[src/rtl/pktctrl_pkg.sv]
// Shared packet-control definitions: lane geometry and the MDIO readback FSM states.
package pktctrl_pkg;

    localparam int unsigned PKT_LANE_W    = 9;
    localparam int unsigned PKT_LANES     = 96;
    localparam int unsigned LANE_LIMIT_48 = 48;
    localparam int unsigned LANE_LIMIT_96 = 96;
    localparam int unsigned SEL_W         = 7;
    localparam int unsigned DROP_W        = 8;

    typedef enum logic [1:0] {
        ST_IDLE,
        ST_ARB,
        ST_WAIT,
        ST_STRB
    } rd_state_e;

endpackage

[src/rtl/mdio_lane_mux.sv]
// Combinational lane extractor: picks one LANE_W slice of a wide word and flags
// indices beyond the active lane count (48 or 96).
module mdio_lane_mux
    import pktctrl_pkg::*;
#(
    parameter int unsigned LANES  = PKT_LANES,
    parameter int unsigned LANE_W = PKT_LANE_W
) (
    input  logic [LANES*LANE_W-1:0] word,
    input  logic [SEL_W-1:0]        sel,
    input  logic                    en96,
    output logic [LANE_W-1:0]       lane_c,
    output logic                    in_range_c
);

    logic [SEL_W-1:0] limit;

    always_comb begin
        limit      = en96 ? SEL_W'(LANE_LIMIT_96) : SEL_W'(LANE_LIMIT_48);
        in_range_c = (sel < limit) && (32'(sel) < LANES);
        lane_c     = '0;
        for (int unsigned k = 0; k < LANES; k++) begin
            if (32'(sel) == k) begin
                lane_c = word[k*LANE_W +: LANE_W];
            end
        end
        // Out-of-range lanes read as zero.
        if (!in_range_c) begin
            lane_c = '0;
        end
    end

endmodule

[src/rtl/mdio_mem_rdback.sv]
// MDIO-initiated single-lane readback from the capture memory, with a one-deep
// request slot, busy arbitration and a stretched completion strobe.
module mdio_mem_rdback
    import pktctrl_pkg::*;
#(
    parameter int unsigned LANES   = PKT_LANES,
    parameter int unsigned LANE_W  = PKT_LANE_W,
    parameter int unsigned ADDR_W  = 15,
    parameter int unsigned MEM_LAT = 2,
    parameter int unsigned STRETCH = 4
) (
    input  logic                    pktctrl_clk,
    input  logic                    pktctrl_rstn,
    input  logic                    rf_mdio_read_pulse_sync,
    input  logic [ADDR_W-1:0]       rf_mdio_memory_addr_sync,
    input  logic [SEL_W-1:0]        rf_mdio_data_sel_sync,
    input  logic                    rf_96path_en_sync,
    input  logic                    cap_busy,
    output logic                    mem_ce,
    output logic [ADDR_W-1:0]       mem_addr,
    input  logic [LANES*LANE_W-1:0] mem_rdata,
    output logic [LANE_W-1:0]       rf_mdio_pkt_data,
    output logic                    mdio_read_pulse_r,
    output logic [DROP_W-1:0]       rd_drop_cnt,
    output logic                    rd_sel_err
);

    localparam int unsigned CNT_W = 4;

    rd_state_e         state_q, state_n;
    logic [CNT_W-1:0]  cnt_q, cnt_n;
    logic              req_q;
    logic              req_edge_c;

    logic [ADDR_W-1:0] cur_addr_q, cur_addr_n;
    logic [SEL_W-1:0]  cur_sel_q, cur_sel_n;
    logic              cur_en96_q, cur_en96_n;

    logic              slot_vld_q, slot_vld_n;
    logic [ADDR_W-1:0] slot_addr_q, slot_addr_n;
    logic [SEL_W-1:0]  slot_sel_q, slot_sel_n;
    logic              slot_en96_q, slot_en96_n;

    logic              mem_ce_n;
    logic [ADDR_W-1:0] mem_addr_n;
    logic [LANE_W-1:0] pkt_data_n;
    logic              strobe_n;
    logic [DROP_W-1:0] drop_n;
    logic              sel_err_n;

    logic [LANE_W-1:0] lane_c;
    logic              in_range_c;

    assign req_edge_c = rf_mdio_read_pulse_sync & ~req_q;

    mdio_lane_mux #(
        .LANES  (LANES),
        .LANE_W (LANE_W)
    ) u_lane_mux (
        .word       (mem_rdata),
        .sel        (cur_sel_q),
        .en96       (cur_en96_q),
        .lane_c     (lane_c),
        .in_range_c (in_range_c)
    );

    // Next-state, slot bookkeeping and registered-output values.
    always_comb begin
        state_n     = state_q;
        cnt_n       = cnt_q;
        cur_addr_n  = cur_addr_q;
        cur_sel_n   = cur_sel_q;
        cur_en96_n  = cur_en96_q;
        slot_vld_n  = slot_vld_q;
        slot_addr_n = slot_addr_q;
        slot_sel_n  = slot_sel_q;
        slot_en96_n = slot_en96_q;
        mem_ce_n    = 1'b0;
        mem_addr_n  = mem_addr;
        pkt_data_n  = rf_mdio_pkt_data;
        strobe_n    = mdio_read_pulse_r;
        drop_n      = rd_drop_cnt;
        sel_err_n   = rd_sel_err;

        // Edges while a read is in flight park in the slot; a second one is dropped.
        if (req_edge_c && (state_q != ST_IDLE)) begin
            if (!slot_vld_q) begin
                slot_vld_n  = 1'b1;
                slot_addr_n = rf_mdio_memory_addr_sync;
                slot_sel_n  = rf_mdio_data_sel_sync;
                slot_en96_n = rf_96path_en_sync;
            end else if (rd_drop_cnt != {DROP_W{1'b1}}) begin
                drop_n = rd_drop_cnt + DROP_W'(1);
            end
        end

        case (state_q)
            ST_IDLE: begin
                if (slot_vld_q) begin
                    cur_addr_n  = slot_addr_q;
                    cur_sel_n   = slot_sel_q;
                    cur_en96_n  = slot_en96_q;
                    slot_vld_n  = req_edge_c;
                    slot_addr_n = rf_mdio_memory_addr_sync;
                    slot_sel_n  = rf_mdio_data_sel_sync;
                    slot_en96_n = rf_96path_en_sync;
                    state_n     = ST_ARB;
                end else if (req_edge_c) begin
                    cur_addr_n = rf_mdio_memory_addr_sync;
                    cur_sel_n  = rf_mdio_data_sel_sync;
                    cur_en96_n = rf_96path_en_sync;
                    state_n    = ST_ARB;
                end
            end
            ST_ARB: begin
                if (!cap_busy) begin
                    mem_ce_n   = 1'b1;
                    mem_addr_n = cur_addr_q;
                    cnt_n      = '0;
                    state_n    = ST_WAIT;
                end
            end
            ST_WAIT: begin
                if (cnt_q == CNT_W'(MEM_LAT)) begin
                    pkt_data_n = lane_c;
                    sel_err_n  = rd_sel_err | ~in_range_c;
                    strobe_n   = 1'b1;
                    cnt_n      = '0;
                    state_n    = ST_STRB;
                end else begin
                    cnt_n = cnt_q + CNT_W'(1);
                end
            end
            ST_STRB: begin
                if (cnt_q == CNT_W'(STRETCH - 1)) begin
                    strobe_n = 1'b0;
                    cnt_n    = '0;
                    state_n  = ST_IDLE;
                end else begin
                    cnt_n = cnt_q + CNT_W'(1);
                end
            end
            default: state_n = ST_IDLE;
        endcase
    end

    always_ff @(posedge pktctrl_clk or negedge pktctrl_rstn) begin
        if (!pktctrl_rstn) begin
            state_q           <= ST_IDLE;
            cnt_q             <= '0;
            req_q             <= 1'b0;
            cur_addr_q        <= '0;
            cur_sel_q         <= '0;
            cur_en96_q        <= 1'b0;
            slot_vld_q        <= 1'b0;
            slot_addr_q       <= '0;
            slot_sel_q        <= '0;
            slot_en96_q       <= 1'b0;
            mem_ce            <= 1'b0;
            mem_addr          <= '0;
            rf_mdio_pkt_data  <= '0;
            mdio_read_pulse_r <= 1'b0;
            rd_drop_cnt       <= '0;
            rd_sel_err        <= 1'b0;
        end else begin
            state_q           <= state_n;
            cnt_q             <= cnt_n;
            req_q             <= rf_mdio_read_pulse_sync;
            cur_addr_q        <= cur_addr_n;
            cur_sel_q         <= cur_sel_n;
            cur_en96_q        <= cur_en96_n;
            slot_vld_q        <= slot_vld_n;
            slot_addr_q       <= slot_addr_n;
            slot_sel_q        <= slot_sel_n;
            slot_en96_q       <= slot_en96_n;
            mem_ce            <= mem_ce_n;
            mem_addr          <= mem_addr_n;
            rf_mdio_pkt_data  <= pkt_data_n;
            mdio_read_pulse_r <= strobe_n;
            rd_drop_cnt       <= drop_n;
            rd_sel_err        <= sel_err_n;
        end
    end

endmodule

[config.mk]
export PLATFORM = sky130hd
export DESIGN_NAME = mdio_mem_rdback
export DESIGN_NICKNAME = d
export VERILOG_FILES = /design/src/rtl/pktctrl_pkg.sv /design/src/rtl/mdio_lane_mux.sv /design/src/rtl/mdio_mem_rdback.sv
export SDC_FILE = /design/constraint.sdc
export NUM_CORES = 1
export LEC_CHECK = 0
export CAP_MARGIN = 20
export CORE_AREA = 4 4 355 357
export CTS_CLUSTER_DIAMETER = 200
export DETAILED_ROUTE_END_ITERATION = 8
export DIE_AREA = 0 0 359 361
export SETUP_SLACK_MARGIN = 0.15
export SYNTH_ARGS = -nofsm -noshare
export SYNTH_HDL_FRONTEND = slang
export SYNTH_SLANG_ARGS = --single-unit
[constraint.sdc]
create_clock -name pktctrl_clk -period 3.19 [get_ports pktctrl_clk]
set_input_delay 0.319 -clock pktctrl_clk [delete_from_list [all_inputs] [get_ports pktctrl_clk]]
set_output_delay 0.319 -clock pktctrl_clk [all_outputs]
set_load 0.02 [all_outputs]
==> impl_metrics.yaml <==
sta:
  grt_setup_unrepaired: "yes"
  hold_viol: 0
  clock_skew_ns: 0.01486
  min_period_ns: 3.102
  setup_tns_ns: 0
  maxSlewViolCount: 0
  timing.fmax_mhz: 322.4
  hold_ws_ns: 0.3840
  slew_headroom: 0.4538
  period_share: 0.9724
  finalSetupViolCount: 0
  worst_slew_pin_slew_ns: 0.7965
  finalWorstSetupSlack_ns: 0.08811
floorplanning:
  coreArea_um2: 123000
  io-pin-count: 926
  rows: 129
  die-area_um2: 129600
  die_x_um: 359
  die_h_um: 361
  start_util: 0.1156
worst_setup_path:
  cp_slowest_cell: "dfrtp_4"
  crit_required_ns: 3.54
  reg2reg_to: "rf_mdio_pkt_data[2]"
  cp_common_cell: "buf_4"
  arrival_ns: 3.45
  r2r-start: "cur_sel_q[1]"
  r2r_cells: 13
  end_kind: "flop"
  critical_path_class: "reg -> reg"
  r2r_slack_ns: 0.09
  cp_slowest_stage_delay_ns: 0.52
  path_cells: "buf_12, buf_12, nor2b_2, buf_4, a211oi_1, buf_4, a2111oi_1, buf_4, a2111oi_2, buf_4, nor3b_2, nor4_1, a31oi_1"
  critPathLaunchType: "flop"
  path_max_fanout: 13
clocking:
  numCtsBuffers: 9
  htree_levels: 3
  clockRootBuffer: "clkbuf_16"
  cts_max_path_buffers: 2
  cts_tree: "yes"
  clkSlewWorstSetupHoldPaths_ns: 0.10
  clock_latency_ns: 0.42
  clock_sinks: 89
route:
  ant_nets: 0
  drt_first_pass_iters: 6
  vias: 25328
  wire_per_inst_um: 41.23
  drtIter0Drc: 3036
  viasPerCell: 5.163
  routed_wl_um: 202300
  remaining_drc_errors: 0
logic_synthesis:
  synthCells: 1967
  syn_avg_cell_area_um2: 7.228
  seq_area_frac_synth: 0.1566
  synth_cell_types: 102
  netlist_area_um2: 14220
  synth-edff-count: 0
  synth-seq-cells: 89
  yosysWarnings: 0
  async_flop_share: 1.000
  ys.flop_type: "dfrtp_1"
  synth_nets: 2866
grt:
  grt-ovfl-total: 0
  antenna_found_initial: 97
  grt_max_degree: 60
  grt_use_total: 0.2933
  grt_pass1_wl_um: 254300
  grt_pass1_vias: 24845
placement:
  portBuffers: 925
  dp_hpwl_um: 172800
  preCtsSetupSlack_ns: -0.5659
  place.gp.congestion: 1.054
min_path:
  min_to: "req_q"
  hp-start: "rf_mdio_read_pulse_sync"
  hold_path_class: "in -> reg"
  min_path_cells: 1
layout:
  final_common_cell: "clkdlybuf4s50_1"
  drive_gt1_frac: 0.2490
  layout.nets: 4123
  syn2layout_area_growth_pct: 117.5
  final_cell_mix: "clkdlybuf4s50_1 (924), buf_4 (431), o21ai_0 (184)"
  final_core_util: 0.2514
power_and_ir_drop:
  peakVddDrop_mv: 0.5367
  power_leakage_nw: 11.51
  power.density_nw_per_um2: 785.3
job:
  max_cap_viol_count: 0
outcome:
  outcome: "complete, no violations"
## area by class of cell
cell class | instances | area (um2)
Clock buffer | 9 | 225.2
Antenna cell | 40 | 100.1
Fill cell | 13569 | 92070
Sequential cell | 89 | 2245
Timing Repair Buffer | 1451 | 14250
Multi-Input combinational cell | 1653 | 11880
Tap cell | 1637 | 2048
Clock inverter | 7 | 86.33
Inverter | 20 | 83.83
## state kept, by name (all words and copies together) (netlist names)
register           count
mdio_read_pulse_r      1
slot_vld_q             1
mem_ce                 1
rd_drop_cnt            8
slot_addr_q           15
rd_sel_err             1
cur_addr_q            15
cnt_q                  4
req_q                  1
mem_addr              15
slot_sel_q             7
rf_mdio_pkt_data       9
cur_en96_q             1
slot_en96_q            1
state_q                2
cur_sel_q              7
## kinds of logic (layout without fill, tap and decap cells)
kind of cell	after synthesis	count (layout)	share of synthesized area
flip-flops	89	89	0.1566
other	0	40	0
adder cells (fa/ha/maj)	8	8	0.007041
multiplexers	132	132	0.1002
XOR/XNOR	9	9	0.005544
AND/OR/NAND/NOR	584	584	0.2142
buffers and inverters	225	1487	0.08396
AO/OA/AOI/OAI	920	920	0.4324
## power by group
part           switching (mW)  internal [mW]  leakage (nW)
Clock                   0.670          0.559         0.150
Combinational            12.3           8.71          10.3
Sequential              0.420           1.61          1.11
Total                    13.4           10.9          11.5
## repair_timing
action	4_1_cts	5_1_grt
gates resized for setup	125	104
pin swaps	28	52
gates cloned	1	3
buffers inserted	45	11
hold buffers	1	0
setup endpoints to repair	9	9
hold endpoints to repair	30	0
## per-stage QoR
| stage | power [mW] | std cells | cell area, um2 |
|---|---|---|---|
| finish | 24.29 | 4906 | 30920 |
| global route | 24.87 | 4887 | 30880 |
| CTS | 23.09 | 4852 | 30170 |
| detailed placement | 20.53 | 4789 | 28840 |
| global placement | 20.51 | 4788 | 28840 |
| floorplan | 9.609 | 1967 | 14220 |
## worst max-delay path by stage
stage,slack (ns),from,endpoint,depth (start not counted)
3_3_place_gp,-1.03,cur_sel_q[3],rf_mdio_pkt_data[2],12
4_1_cts,0.07,cur_sel_q[2],rf_mdio_pkt_data[0],12
5_1_grt,0.04,cur_sel_q[1],rf_mdio_pkt_data[2],13
6_report,0.09,cur_sel_q[1],rf_mdio_pkt_data[2],13
2_1_floorplan,0.70,cur_sel_q[6],rf_mdio_pkt_data[8],9
3_5_place_dp,-0.57,cur_sel_q[1],rf_mdio_pkt_data[5],11
## per-layer routing
metal,GRT usage,vias to the layer above,wire length [um]
li1,-,10362,-
met1,0.3587,12535,79720
met2,0.4847,1941,93090
met3,0.08215,450,19090
met4,0.1201,40,10080
met5,0,-,286
## worst max-delay path, delay by kind of cell, from the launching register on
kind / cells / cell delay [ns]
buffers and inverters: 6 / 1.08
DFF: 1 / 0.52
and+or+nand+nor: 3 / 0.70
AOI/OAI and AO/OA: 4 / 0.72
## cell usage after synthesis, types with 27 or more instances
cell type | number | area share
mux2i_1 | 67 | 0.047
nand3_1 | 44 | 0.015
nand2_1 | 176 | 0.046
mux2_2 | 63 | 0.050
buf_4 | 33 | 0.017
clkbuf_1 | 60 | 0.016
o21ai_0 | 205 | 0.072
nor3_1 | 55 | 0.019
nor2_1 | 141 | 0.037
a221oi_1 | 35 | 0.022
o22ai_1 | 96 | 0.042
o211ai_1 | 29 | 0.015
a22oi_1 | 67 | 0.035
dfrtp_1 | 89 | 0.16
buf_2 | 84 | 0.030
a21oi_1 | 167 | 0.059
a211oi_1 | 27 | 0.014
a31oi_1 | 41 | 0.018
(Power assumes the default switching activity.)
